## src/rtl/mult_pkg.sv

```systemverilog
// rtl/mult_pkg.sv - shared constants and types for the multiplier datapath
package mult_pkg;

  localparam int PW        = 64;
  localparam int GW        = 8;
  localparam int MAX_TERMS = 256;

  typedef enum logic {ACC, HOLD} state_t;

  typedef logic [PW-1:0]    prod_t;
  typedef logic [PW+GW-1:0] acc_t;

endpackage

```

## src/rtl/mult_prod_acc.sv

```systemverilog
// rtl/mult_prod_acc.sv - group accumulator for 64-bit products with registered result handshake
module mult_prod_acc #(
  parameter int PW        = mult_pkg::PW,
  parameter int GW        = mult_pkg::GW,
  parameter int MAX_TERMS = mult_pkg::MAX_TERMS,
  parameter int CW        = 9
) (
  input  logic             clk,
  input  logic             rst,
  input  logic             in_valid,
  output logic             in_ready,
  input  logic [PW-1:0]    in_p,
  input  logic             in_last,
  output logic             out_valid,
  input  logic             out_ready,
  output logic [PW+GW-1:0] out_sum,
  output logic [CW-1:0]    out_cnt,
  output logic             out_forced
);

  mult_pkg::state_t state, state_nxt;

  logic [PW+GW-1:0] acc;
  logic [PW+GW-1:0] sum_nxt;
  logic [CW-1:0]    cnt;
  logic             accept;
  logic             closing;

  // acc is always zero in HOLD, so a beat taken there starts a fresh group
  assign in_ready  = (state == mult_pkg::ACC) ? 1'b1 : out_ready;
  assign out_valid = (state == mult_pkg::HOLD);
  assign accept    = in_valid && in_ready;
  assign closing   = accept && (in_last || (cnt == CW'(MAX_TERMS - 1)));
  assign sum_nxt   = acc + {{GW{1'b0}}, in_p};

  always_comb begin
    state_nxt = state;
    case (state)
      mult_pkg::ACC:  if (closing) state_nxt = mult_pkg::HOLD;
      mult_pkg::HOLD: if (out_ready && !closing) state_nxt = mult_pkg::ACC;
      default:        state_nxt = mult_pkg::ACC;
    endcase
  end

  always_ff @(posedge clk) begin
    if (rst) begin
      state      <= mult_pkg::ACC;
      acc        <= '0;
      cnt        <= '0;
      out_sum    <= '0;
      out_cnt    <= '0;
      out_forced <= 1'b0;
    end else begin
      state <= state_nxt;
      if (closing) begin
        out_sum    <= sum_nxt;
        out_cnt    <= cnt + 1'b1;
        out_forced <= ~in_last;
        acc        <= '0;
        cnt        <= '0;
      end else if (accept) begin
        acc <= sum_nxt;
        cnt <= cnt + 1'b1;
      end
    end
  end

endmodule

```

## config.mk

```make
export PLATFORM = sky130hd
export DESIGN_NAME = mult_prod_acc
export DESIGN_NICKNAME = d
export VERILOG_FILES = /design/src/rtl/mult_pkg.sv /design/src/rtl/mult_prod_acc.sv
export SDC_FILE = /design/constraint.sdc
export NUM_CORES = 1
export LEC_CHECK = 0
export ABC_AREA = 1
export CORE_MARGIN = 2
export CORE_UTILIZATION = 50
export DETAILED_ROUTE_END_ITERATION = 6
export MAX_ROUTING_LAYER = met4
export PLACE_DENSITY = 0.75
export SETUP_SLACK_MARGIN = 0.5
export SKIP_LAST_GASP = 1
export SYNTH_ARGS = -nofsm -noshare
export SYNTH_HDL_FRONTEND = slang
export SYNTH_SLANG_ARGS = --single-unit
```

## constraint.sdc

```tcl
create_clock -name clk -period 4.5 [get_ports clk]
set_clock_uncertainty 0.2 [all_clocks]
set_input_delay 0.9 -clock clk [delete_from_list [all_inputs] [get_ports clk]]
set_output_delay 0.9 -clock clk [all_outputs]
set_load 0.05 [all_outputs]
```

# Word level (Yosys, flattened, before mapping)

Cells that the tools add are included.
Widths: inputs -> output; s select.

Add/subtract/negate cells: 2
Multiplexer cells: 4
Eq/ne operators: 1
Reduce and logical (&&, ||, !) cells: 6
Bitwise logic cells: 2

Operators by type and width:

| cell                | number |
|---|---|
| $add 72x64->72      | 1 |
| $add 9x1->9 const B | 1 |
| $eq 9x8->1 const B  | 1 |
| $logic_and 1x1->1   | 3 |
| $mux 1              | 3 |
| $not 1->1           | 2 |
| $pmux 1 s2          | 1 |
| $reduce_or 2->1     | 1 |
| $logic_not 1->1     | 1 |
| $logic_or 1x1->1    | 1 |

Word-level logic and storage cells: 21
Flip-flop bits (word level): 164
Bits of input ports: 69
Output and inout port bits: 84

# Depth between registers and ports, before layout

Depth after elaboration: 7
Mapped depth: 18
Gate-level depth less buffers: 18

# Worst setup path after synthesis

No wires, ideal clock.

Path kind: input -> register
Start point: in in_p[0]
End point: reg acc[70]
Setup slack: 1.688 ns
Stages on the path: 16
Arrival time: 2.502 ns
Buffers on the path: 0
Setup time: 0.109 ns
Required time: 4.191 ns
Cells stage by stage: ha_1 > fa_1 > nand3_1 > nand3_2 > nand2_1 > nand2_1 > nand2_1 > nand3_2 > nand2_1 > nand2_2 > nand2_1 > nand2_1 > nand2_1 > nand3_1 > nand2_1 > inv_1

Word-level cells in the longest chain between the ends: 1

Ends and longest elaborated chain:

| element              | RTL line            | RTL |
|---|---|---|
| from (decl)          | mult_prod_acc.sv:12 | `input logic [PW-1:0] in_p,` |
| $add 72x64->72       | mult_prod_acc.sv:34 | `assign sum_nxt = acc + {{GW{1'b0}}, in_p};` |
| to (signal assigned) | mult_prod_acc.sv:62 | `acc <= sum_nxt;` |
| to (decl)            | mult_prod_acc.sv:23 | `logic [PW+GW-1:0] acc;` |

Every way passes these cells.
A chain may end at the register's enable or synchronous reset.

# Final worst setup path

Start point: in out_ready
End point: out in_ready

Word-level cells in the longest chain between the ends: 1

Ends and longest elaborated chain:

| element     | RTL line            | RTL |
|---|---|---|
| from (decl) | mult_prod_acc.sv:15 | `input logic out_ready,` |
| $mux 1      | mult_prod_acc.sv:30 | `assign in_ready = (state == mult_pkg::ACC) ? 1'b1 : out_ready;` |
| to (decl)   | mult_prod_acc.sv:11 | `output logic in_ready,` |

Every way passes these cells.

==> impl_metrics.yaml <==
job:
  maxCapViolations: 0
sta:
  rsz0062_at_grt: "false"
  fin_tns_setup_ns: 0
  worst_pin_slew_ns: 0.872
  setup_viol_count_final: 0
  hold_viol: 0
  maxSlewHeadroom_pct: 41.9
  setup_ws_ns: 1.08
  hold_ws_ns: 0.250
  min_period_ns: 3.42
  max_freq_mhz: 293
  maxSlewViolCount: 0
  min_period_over_period_pct: 75.9
die:
  die_w_um: 158
  ios: 153
  rows: 56
  die_h_um: 158
  dieArea_um2: 25000
  start_util_pct: 50.7
  core-area_um2: 23400
detailed_routing:
  routed_wl_mm: 40.8
  met2_wirelength_mm: 19.5
  post-route-drc-count: 0
  wl_per_cell_um: 16.4
  wl_met3_mm: 2.05
  highest_layer: "met4"
  vias: 12800
  drtAntennaViolNets: 0
  drtIter0Drc: 877
  vias_per_cell: 5.13
  drt-met1-wl_mm: 18.1
  firstDrtPassIters: 6
setup_path:
  cp.arrival_ns: 2.32
  worstPathRequired_ns: 3.40
  cp_max_fo: 3
  worstSetupPathType: "input pin to output port"
  endpoint_kind: "output port"
  critPathLaunchType: "input pin"
power:
  vdd_ir_drop_max_mv: 0.179
  p_switching_uw: 1890
  p_leak_uw: 0.00777
  seq_power_share_pct: 34.7
  combPwrFrac_pct: 33.7
  p_sw_share_pct: 40.0
  clkPwrFrac_pct: 31.6
  powerDensity_nw_per_um2: 331
  power.internal_uw: 2830
clocking:
  ctsHoldBuffers: 0
  clockBufferDepth: 2
  cts_resized: 0
  clk_pin_slew_ns: 0.07
  cts_root_buf: "clkbuf_16"
  clock-sinks: 164
  htree_levels: 4
  numCtsBuffers: 17
  cts_setup_buffers: 0
  cts_tree: "done"
  insertion_delay_ns: 0.46
place:
  place_area_um2: 13700
  port_buffers: 152
  hpwl_mm: 32.4
  gp_congestion: 0.993
  place_ws_ns: 0.711
finish:
  final_area_um2: 14300
  drive_gt1_share_pct: 4.69
  nets: 2297
  syn_to_final_growth_pct: 20.1
synth:
  avgSynthCellArea_um2: 5.86
  syn_area_um2: 11900
  synth.yosys.warnings: 0
  ys.flop_type: "dfxtp_1"
  syn_inst: 2026
  synth_seq_cells: 164
  synth_edf_count: 0
  ys_async_sr_fraction_pct: 0
  synth-seq-area-share_pct: 27.6
  synthesis.nets: 2162
  synth_cell_type_count: 36
global_routing:
  antenna_found_initial: 1
  grt_pass1_wl_mm: 62.7
  first_global_vias: 12000
  grt_use_total_pct: 33.7
  grt-ovfl-total: 0
  grt_max_degree: 118
hold_path:
  min_path_type: "flop to flop"
run_status:
  status: "completed"
-- state kept, by name, indices dropped and copies added, names as in the netlist --
| signal | flops |
|---|---|
| acc | 72 |
| cnt | 9 |
| out_cnt | 9 |
| out_forced | 1 |
| out_sum | 72 |
| out_valid | 1 |
-- routing by layer --
| metal | up-vias | track usage [%] |
|---|---|---|
| met5 | - | - |
| met1 | 5851 | 42.1 |
| li1 | 6474 | - |
| met4 | 0 | 10.6 |
| met3 | 74 | 3.81 |
| met2 | 384 | 57.2 |
-- synth_stat cells, types with 2 or more instances --
cell      instances  area, um^2
o21ai_1          14        70.1
a21oi_2           2        17.5
clkbuf_1         14        52.6
nor2_4            3        33.8
o21ai_0          59         295
a22o_1           14         123
a31oi_1           3        18.8
o211ai_1         13        97.6
nand4_1           7        43.8
nor3_1           15        75.1
or2_2             2        12.5
xor2_1           33         289
ha_1             66         826
nand3b_1          2        15.0
nor4_1            3        18.8
inv_1           348        1310
inv_2             8        30.0
nor2_2           14        87.6
nand2_2          24         150
o21a_1            2        15.0
buf_2            21         105
buf_1             7        26.3
xnor2_1          11        96.3
o21bai_1         13        97.6
nand3_1          83         415
nand2_1         752        2820
dfxtp_1         164        3280
a21oi_1          97         485
nor2_1          217         815
nand3_2           9        90.1
-- per-stage QoR --
| step | power, uW | std cells | utilization (%) |
|---|---|---|---|
| CTS | 4730 | 2493 | 60.9 |
| floorplan | 2730 | 2026 | - |
| global route | 4960 | 2494 | 61.0 |
| finish | 4720 | 2494 | 61.0 |
| global placement | 3220 | 2461 | 58.5 |
| detailed placement | 3240 | 2461 | 58.5 |
-- cell usage in the layout (no fill, tap or decap), drive strengths merged, types with 6 or more instances in the layout --
cell type      count
inv              365
nand4              7
o211ai            13
nand3             92
ha                66
a21oi             99
a22o              14
xnor2             11
dfxtp            164
nand2            776
o21ai             74
clkdlybuf4s50    152
nor3              16
nor2             234
xor2              33
buf                6
clkbuf            19
o21bai            13
-- cell families after synthesis --
logic type | count (synthesis) | share of synthesized area, %
compound gates | 220 | 10.5
xor+xnor | 44 | 3.25
fa+ha+maj | 67 | 7.12
buf+inv | 398 | 12.8
flops | 164 | 27.6
simple gates | 1133 | 38.7
-- power groups by stage --
stage,Combinational (uW),Clock (uW),Sequential (uW)
floorplan,893,0,1840
global placement,1550,0,1670
detailed placement,1570,0,1670
CTS,1570,1510,1640
global route,1740,1570,1650
finish,1590,1490,1640
-- worst paths after layout --
check / start / to / slack, ns / cells after the start
max: out_ready / in_ready / 1.08 / 4
min: out_sum[0]$_SDFFE_PP0P_ / out_sum[0]$_SDFFE_PP0P_ / 0.25 / 2
max reg2reg: cnt[0]$_SDFFE_PP0P_ / acc[21]$_SDFFE_PP0P_ / 1.52 / 12
min reg2reg: out_sum[0]$_SDFFE_PP0P_ / out_sum[0]$_SDFFE_PP0P_ / 0.25 / 2
-- cell type report --
class / count / area, um^2
timing repair buffer: 158 / 1590
tap: 319 / 399
clock inverter: 13 / 129
fill: 2373 / 9140
clock buffer: 19 / 443
inverter: 356 / 1340
antenna: 1 / 2.50
sequential: 164 / 3280
multi-input combinational: 1464 / 7080
-- critical path, cell delays in order --
cell and delay (ns):
clkdlybuf4s50_1 0.46, inv_1 0.04, nand2_1 0.09, clkdlybuf4s50_1 0.82
(Power assumes the default switching activity.)
